==> src/rtl/seg_pkg.sv <==
// Shared types and constants for the seven-segment scan controller.
package seg_pkg;

  typedef enum logic {
    ST_BLANK = 1'b0,
    ST_SHOW  = 1'b1
  } state_t;

  localparam logic [6:0] SEG_OFF = 7'h00;

endpackage

==> src/rtl/display_decode.sv <==
// Hex nibble to seven-segment pattern, active high, bit 6 = a ... bit 0 = g.
module display_decode (
  input  logic [3:0] i_nib,
  output logic [6:0] o_seg
);

  always_comb begin
    o_seg = 7'h00;
    case (i_nib)
      4'h0: o_seg = 7'h7E;
      4'h1: o_seg = 7'h30;
      4'h2: o_seg = 7'h6D;
      4'h3: o_seg = 7'h79;
      4'h4: o_seg = 7'h33;
      4'h5: o_seg = 7'h5B;
      4'h6: o_seg = 7'h5F;
      4'h7: o_seg = 7'h70;
      4'h8: o_seg = 7'h7F;
      4'h9: o_seg = 7'h7B;
      4'hA: o_seg = 7'h77;
      4'hB: o_seg = 7'h1F;
      4'hC: o_seg = 7'h4E;
      4'hD: o_seg = 7'h3D;
      4'hE: o_seg = 7'h4F;
      4'hF: o_seg = 7'h47;
      default: o_seg = 7'h00;
    endcase
  end

endmodule

==> src/rtl/seg_scan_ctrl.sv <==
// Multiplexed seven-segment scanner: blank/show per digit, with a one-deep
// pending buffer committed only at frame boundaries so the display never tears.
module seg_scan_ctrl
  import seg_pkg::*;
#(
  parameter int NDIG  = 4,
  parameter int DWELL = 1000,
  parameter int BLANK = 16
) (
  input  logic              i_clk,
  input  logic              i_rst_n,
  input  logic              i_valid,
  input  logic [4*NDIG-1:0] i_value,
  input  logic              i_lzb,
  output logic              o_ready,
  output logic [6:0]        o_seg,
  output logic [NDIG-1:0]   o_an,
  output logic              o_frame
);

  localparam int CW = $clog2((DWELL > BLANK) ? DWELL : BLANK);
  localparam int DW = $clog2(NDIG);

  state_t            r_state;
  logic [CW-1:0]     r_cnt;
  logic [DW-1:0]     r_dig;
  logic [4*NDIG-1:0] r_disp;
  logic [4*NDIG-1:0] r_pend;
  logic              r_pend_full;

  logic              w_show_end;
  logic              w_frame_end;
  logic              w_xfer;
  logic              w_blank;
  logic [3:0]        w_nib;
  logic [6:0]        w_seg;
  logic [4*NDIG-1:0] w_upper;

  assign w_show_end  = (r_state == ST_SHOW) && (r_cnt == CW'(DWELL - 1));
  assign w_frame_end = w_show_end && (r_dig == DW'(NDIG - 1));
  assign w_xfer      = i_valid && !r_pend_full;
  assign o_ready     = !r_pend_full;

  // Leading-zero test: the current digit and everything above it are zero.
  assign w_nib   = r_disp[4*r_dig +: 4];
  assign w_upper = r_disp >> (4 * r_dig);
  assign w_blank = i_lzb && (r_dig != '0) && (w_upper == '0);

  display_decode u_dec (
    .i_nib (w_nib),
    .o_seg (w_seg)
  );

  always_ff @(posedge i_clk or negedge i_rst_n) begin
    if (!i_rst_n) begin
      r_state <= ST_BLANK;
      r_cnt   <= '0;
      r_dig   <= '0;
      o_an    <= '0;
      o_seg   <= SEG_OFF;
      o_frame <= 1'b0;
    end else begin
      o_an    <= '0;
      o_seg   <= SEG_OFF;
      o_frame <= w_frame_end;
      if (r_state == ST_SHOW) begin
        o_an  <= NDIG'(1) << r_dig;
        o_seg <= w_blank ? SEG_OFF : w_seg;
      end
      case (r_state)
        ST_BLANK: begin
          if (r_cnt == CW'(BLANK - 1)) begin
            r_state <= ST_SHOW;
            r_cnt   <= '0;
          end else begin
            r_cnt <= r_cnt + 1'b1;
          end
        end
        ST_SHOW: begin
          if (w_show_end) begin
            r_state <= ST_BLANK;
            r_cnt   <= '0;
            r_dig   <= (r_dig == DW'(NDIG - 1)) ? '0 : r_dig + 1'b1;
          end else begin
            r_cnt <= r_cnt + 1'b1;
          end
        end
        default: r_state <= ST_BLANK;
      endcase
    end
  end

  // A transfer needs an empty buffer, so it can never coincide with a commit.
  always_ff @(posedge i_clk or negedge i_rst_n) begin
    if (!i_rst_n) begin
      r_disp      <= '0;
      r_pend      <= '0;
      r_pend_full <= 1'b0;
    end else if (w_xfer) begin
      r_pend      <= i_value;
      r_pend_full <= 1'b1;
    end else if (w_frame_end && r_pend_full) begin
      r_disp      <= r_pend;
      r_pend_full <= 1'b0;
    end
  end

endmodule

==> config.mk <==
export PLATFORM = sky130hd
export DESIGN_NAME = seg_scan_ctrl
export DESIGN_NICKNAME = d
export VERILOG_FILES = /design/src/rtl/seg_pkg.sv /design/src/rtl/display_decode.sv /design/src/rtl/seg_scan_ctrl.sv
export SDC_FILE = /design/constraint.sdc
export NUM_CORES = 1
export LEC_CHECK = 0
export ABC_CLOCK_PERIOD_IN_PS = 2300
export BUFFER_PORTS_ARGS = -buffer_cell sky130_fd_sc_hd__buf_2
export CORE_ASPECT_RATIO = 1.75
export CORE_UTILIZATION = 40
export DETAILED_ROUTE_END_ITERATION = 8
export PLACE_DENSITY = 0.57
export SLEW_MARGIN = 20
export SYNTH_ARGS = -nofsm -noshare
export SYNTH_HDL_FRONTEND = slang
export SYNTH_SLANG_ARGS = --single-unit
export TNS_END_PERCENT = 5
==> constraint.sdc <==
create_clock -name i_clk -period 2.3 [get_ports i_clk]
set_input_delay 0.345 -clock i_clk [delete_from_list [all_inputs] [get_ports i_clk]]
set_output_delay 0.345 -clock i_clk [all_outputs]
set_load 0.05 [all_outputs]
==> impl_metrics.json <==
{
  "cts_root_buf": "sky130_fd_sc_hd__clkbuf_16",
  "grt_pass1_vias": 1683,
  "seqCellArea_mm2": 0.00145,
  "syn-cell-area_mm2": 0.00271,
  "ys_seq_area_share_pct": 53.6,
  "area.growth.synth_to_final_pct": 21.1,
  "grt_overflow_total": 0,
  "tritoncts": "yes",
  "cts-buffers-inserted": 9,
  "ff2ff_setup_slack_ps": 240,
  "min_period_over_period_pct": 89.5,
  "irDropWorstVdd_v": 0.000426,
  "coreArea_mm2": 0.00654,
  "path_cells": "mux4_2 -> inv_1 -> ha_1 -> o211ai_1 -> a22oi_1 -> buf_4 -> a211oi_1",
  "violations": "negative hold slack",
  "total_count_of_max_transition_violations_in_the_final_report": 0,
  "fin_ws_ps": 242,
  "timing.critical_path.required_ps": 2490,
  "clock_skew_ps": 8.86,
  "p_per_area_mw_per_mm2": 758,
  "ctsLongestPathBuffers": 2,
  "filler_cell_count": 615,
  "syn-num-nets": 232,
  "synth_largest_type_area_fraction_pct": 53.6,
  "antenna_cells": 0,
  "route.vias.total": 1681,
  "postRouteWirelength_mm": 4.74,
  "dieArea_mm2": 0.00711,
  "die_height_um": 111,
  "synth.distinct_cells": 35,
  "cts.repair.resized": 0,
  "achievable-frequency_mhz": 486,
  "post_route_cells_drive_above_1_share_pct": 38.1,
  "slowest_stage": "sky130_fd_sc_hd__mux4_2",
  "multi_input_comb_area_mm2": 0.00118,
  "setup.worst_path.start_class": "flop",
  "r2r_cells": 7,
  "final.hold.worst_slack_ps": -1.82,
  "clkTransAtPathRegs_ps": 50,
  "crit-reg2reg-launch": "r_dig[0]",
  "time_the_worst_path_needs_with_i_o_delays_and_setup_ps": 2060,
  "setup.worst_path.end_class": "flop",
  "floorplan.rows": 39,
  "worst_r2r_endpoint": "o_seg[2]",
  "dieWidth_um": 64.2,
  "critPathTopFamily": "multiplexers",
  "detail_route.first_pass.iterations": 4,
  "place.gp.congestion": 0.794,
  "power.total_w": 0.00248,
  "wl_per_cell_um": 14.4,
  "synth.top_cells.by_area": "sky130_fd_sc_hd__dfrtp_1 (54%), sky130_fd_sc_hd__mux2_2 (10%), sky130_fd_sc_hd__ha_1 (5.1%)",
  "finish.cell_count_without_fillers": 329,
  "pin_count": 33,
  "grt_pass1_wl_mm": 8.22,
  "setup_total_negative_slack_ps": 0,
  "htree_levels": 3,
  "grt_antenna_before_repair": 0,
  "worst_slew_pin_slew_ps": 538,
  "rsz0062_at_grt": "no",
  "postCtsSetupRepairBufs": 0,
  "yosysWarnings": 0,
  "insertion_delay_ps": 330,
  "syn-mean-instance-area_um2": 13.5,
  "start_util_pct": 41.4,
  "synthesis.instances": 201,
  "yosys.area.top_type": "sky130_fd_sc_hd__dfrtp_1",
  "place.detailed.hpwl_mm": 3.53,
  "max_slew_margin_pct": 64.1,
  "worst_hold_path_type": "in -> async",
  "largest_net_degree_at_the_start_of_global_routing": 37,
  "io_buffers": 32,
  "via_per_inst": 5.11,
  "cts_hold_repair.buffers": 0,
  "setup_viol_count_final": 0,
  "fin_nets": 274,
  "crit_path_max_incr_delay_ps": 580,
  "ys_seq_elements": 58,
  "ant_nets": 0,
  "power_leakage_nw": 1.53,
  "drt_iter0_markers": 69,
  "finalHoldViolCount": 4,
  "timing.critical_path.buf_inv": 2,
  "clkSinkCount": 58,
  "remaining_drc_errors": 0,
  "total_of_max_cap_violations": 0,
  "status": "finished with violations",
  "cp_max_fo": 7,
  "postLayoutCoreUtil_pct": 50.1,
  "crit_type": "reg -> reg",
  "place_ws_ps": 220,
  "place_inst": 314,
  "globalRouteTotalUtil_pct": 16.0,
  "arrival_ps": 2250
}
==> layer usage <==
layer  up-vias  wire length (um)  track usage [%]
met3        14               166             4.94
met2        35              2450             25.2
li1        800                 -                -
met4         0               218             12.1
met1       832              1910             17.5
met5         -                 0                0
==> where the power goes <==
part           switching (W)  internal (W)  leakage [nW]
Clock               0.000418      0.000915         0.152
Sequential         0.0000176       0.00106         0.723
Combinational      0.0000306     0.0000417         0.654
Total               0.000466       0.00202          1.53
==> cell usage after synthesis <==
| cell type | instances |
|---|---|
| sky130_fd_sc_hd__mux4_2 | 4 |
| sky130_fd_sc_hd__nor2b_1 | 2 |
| sky130_fd_sc_hd__xor2_1 | 4 |
| sky130_fd_sc_hd__nor4b_1 | 1 |
| sky130_fd_sc_hd__mux2_2 | 25 |
| sky130_fd_sc_hd__nand3b_1 | 1 |
| sky130_fd_sc_hd__nor3_4 | 1 |
| sky130_fd_sc_hd__nand3_4 | 1 |
| sky130_fd_sc_hd__nor2_1 | 17 |
| sky130_fd_sc_hd__o41ai_1 | 1 |
| sky130_fd_sc_hd__nand4_2 | 1 |
| sky130_fd_sc_hd__dfrtp_1 | 58 |
| sky130_fd_sc_hd__buf_2 | 2 |
| sky130_fd_sc_hd__nand4b_1 | 1 |
| sky130_fd_sc_hd__buf_6 | 3 |
| sky130_fd_sc_hd__mux2_4 | 9 |
| sky130_fd_sc_hd__ha_1 | 11 |
| sky130_fd_sc_hd__nand2_1 | 6 |
| sky130_fd_sc_hd__clkbuf_1 | 1 |
| sky130_fd_sc_hd__a211oi_1 | 4 |
| sky130_fd_sc_hd__nor3_1 | 5 |
| sky130_fd_sc_hd__o21a_1 | 1 |
| sky130_fd_sc_hd__nor4_1 | 4 |
| sky130_fd_sc_hd__a22oi_1 | 1 |
| sky130_fd_sc_hd__o21ai_0 | 3 |
| sky130_fd_sc_hd__mux2i_1 | 5 |
| sky130_fd_sc_hd__o211ai_1 | 2 |
| sky130_fd_sc_hd__and2_1 | 5 |
| sky130_fd_sc_hd__a221oi_2 | 1 |
| sky130_fd_sc_hd__o21ai_1 | 1 |
| sky130_fd_sc_hd__xnor2_1 | 4 |
| sky130_fd_sc_hd__nand3_1 | 4 |
| sky130_fd_sc_hd__o41ai_2 | 1 |
| sky130_fd_sc_hd__and3_1 | 4 |
| sky130_fd_sc_hd__inv_1 | 7 |
==> worst max path at each step <==
stage / start / depth (start not counted) / end
2_1_floorplan: r_dig[0] / 7 / o_seg[1]
3_3_place_gp: r_dig[0] / 7 / o_seg[2]
3_5_place_dp: r_dig[0] / 7 / o_seg[2]
4_1_cts: r_dig[0] / 7 / o_seg[2]
5_1_grt: r_dig[0] / 7 / o_seg[2]
6_report: r_dig[0] / 7 / o_seg[2]
==> cells by family after synthesis <==
family / share of synthesized area (%)
flops: 53.6
mux: 20.6
xor+xnor: 2.59
simple gates: 11.0
compound gates: 4.44
fa+ha+maj: 5.09
buf+inv: 2.73
==> placed cells by master, fill, tap and decap left out, types with 3 or more instances in the layout <==
| master | synthesis | routed |
|---|---|---|
| sky130_fd_sc_hd__mux2i_1 | 5 | 5 |
| sky130_fd_sc_hd__clkbuf_16 | 0 | 9 |
| sky130_fd_sc_hd__dfrtp_1 | 58 | 58 |
| sky130_fd_sc_hd__buf_4 | 0 | 4 |
| sky130_fd_sc_hd__and3_1 | 4 | 4 |
| sky130_fd_sc_hd__mux4_2 | 4 | 4 |
| sky130_fd_sc_hd__a211oi_1 | 4 | 4 |
| sky130_fd_sc_hd__nand2_1 | 6 | 6 |
| sky130_fd_sc_hd__mux2_4 | 9 | 9 |
| sky130_fd_sc_hd__nand3_1 | 4 | 4 |
| sky130_fd_sc_hd__inv_1 | 7 | 7 |
| sky130_fd_sc_hd__nor2_1 | 17 | 17 |
| sky130_fd_sc_hd__nor3_1 | 5 | 5 |
| sky130_fd_sc_hd__xor2_1 | 4 | 4 |
| sky130_fd_sc_hd__and2_1 | 5 | 5 |
| sky130_fd_sc_hd__ha_1 | 11 | 11 |
| sky130_fd_sc_hd__nor4_1 | 4 | 4 |
| sky130_fd_sc_hd__o21ai_0 | 3 | 3 |
| sky130_fd_sc_hd__clkbuf_8 | 0 | 3 |
| sky130_fd_sc_hd__mux2_2 | 25 | 25 |
| sky130_fd_sc_hd__xnor2_1 | 4 | 4 |
| sky130_fd_sc_hd__buf_2 | 2 | 32 |
==> worst register-to-register path, cell delays in order (launching register included) <==
cell                       delay, ps
sky130_fd_sc_hd__dfrtp_1         450
sky130_fd_sc_hd__mux4_2          580
sky130_fd_sc_hd__inv_1           180
sky130_fd_sc_hd__ha_1            190
sky130_fd_sc_hd__o211ai_1         80
sky130_fd_sc_hd__a22oi_1         210
sky130_fd_sc_hd__buf_4           190
sky130_fd_sc_hd__a211oi_1         60
==> sequential cells by signal, summed over array words and instances (netlist names) <==
signal	count
o_frame	1
r_pend_full	1
r_disp	16
r_dig	2
r_state	1
o_seg	7
r_cnt	10
o_an	4
r_pend	16
==> per-stage QoR <==
step / hold WS (ps) / area, um2
2_1_floorplan: 49.4 / 2710
4_1_cts: 12.3 / 3280
6_report: -1.82 / 3280
3_3_place_gp: 364 / 2970
3_5_place_dp: 364 / 2970
5_1_grt: 41.8 / 3280
==> cell type report <==
| class | instances | share of cell area [%] |
|---|---|---|
| clock buffers | 13 | 8.25 |
| clock inverters | 2 | 1.07 |
| inverters | 7 | 0.802 |
| multi-input cells | 130 | 36.0 |
| flip-flops and latches | 58 | 44.3 |
| well taps | 82 | 3.13 |
| repair buffers | 37 | 6.41 |
(Power assumes the default switching activity.)
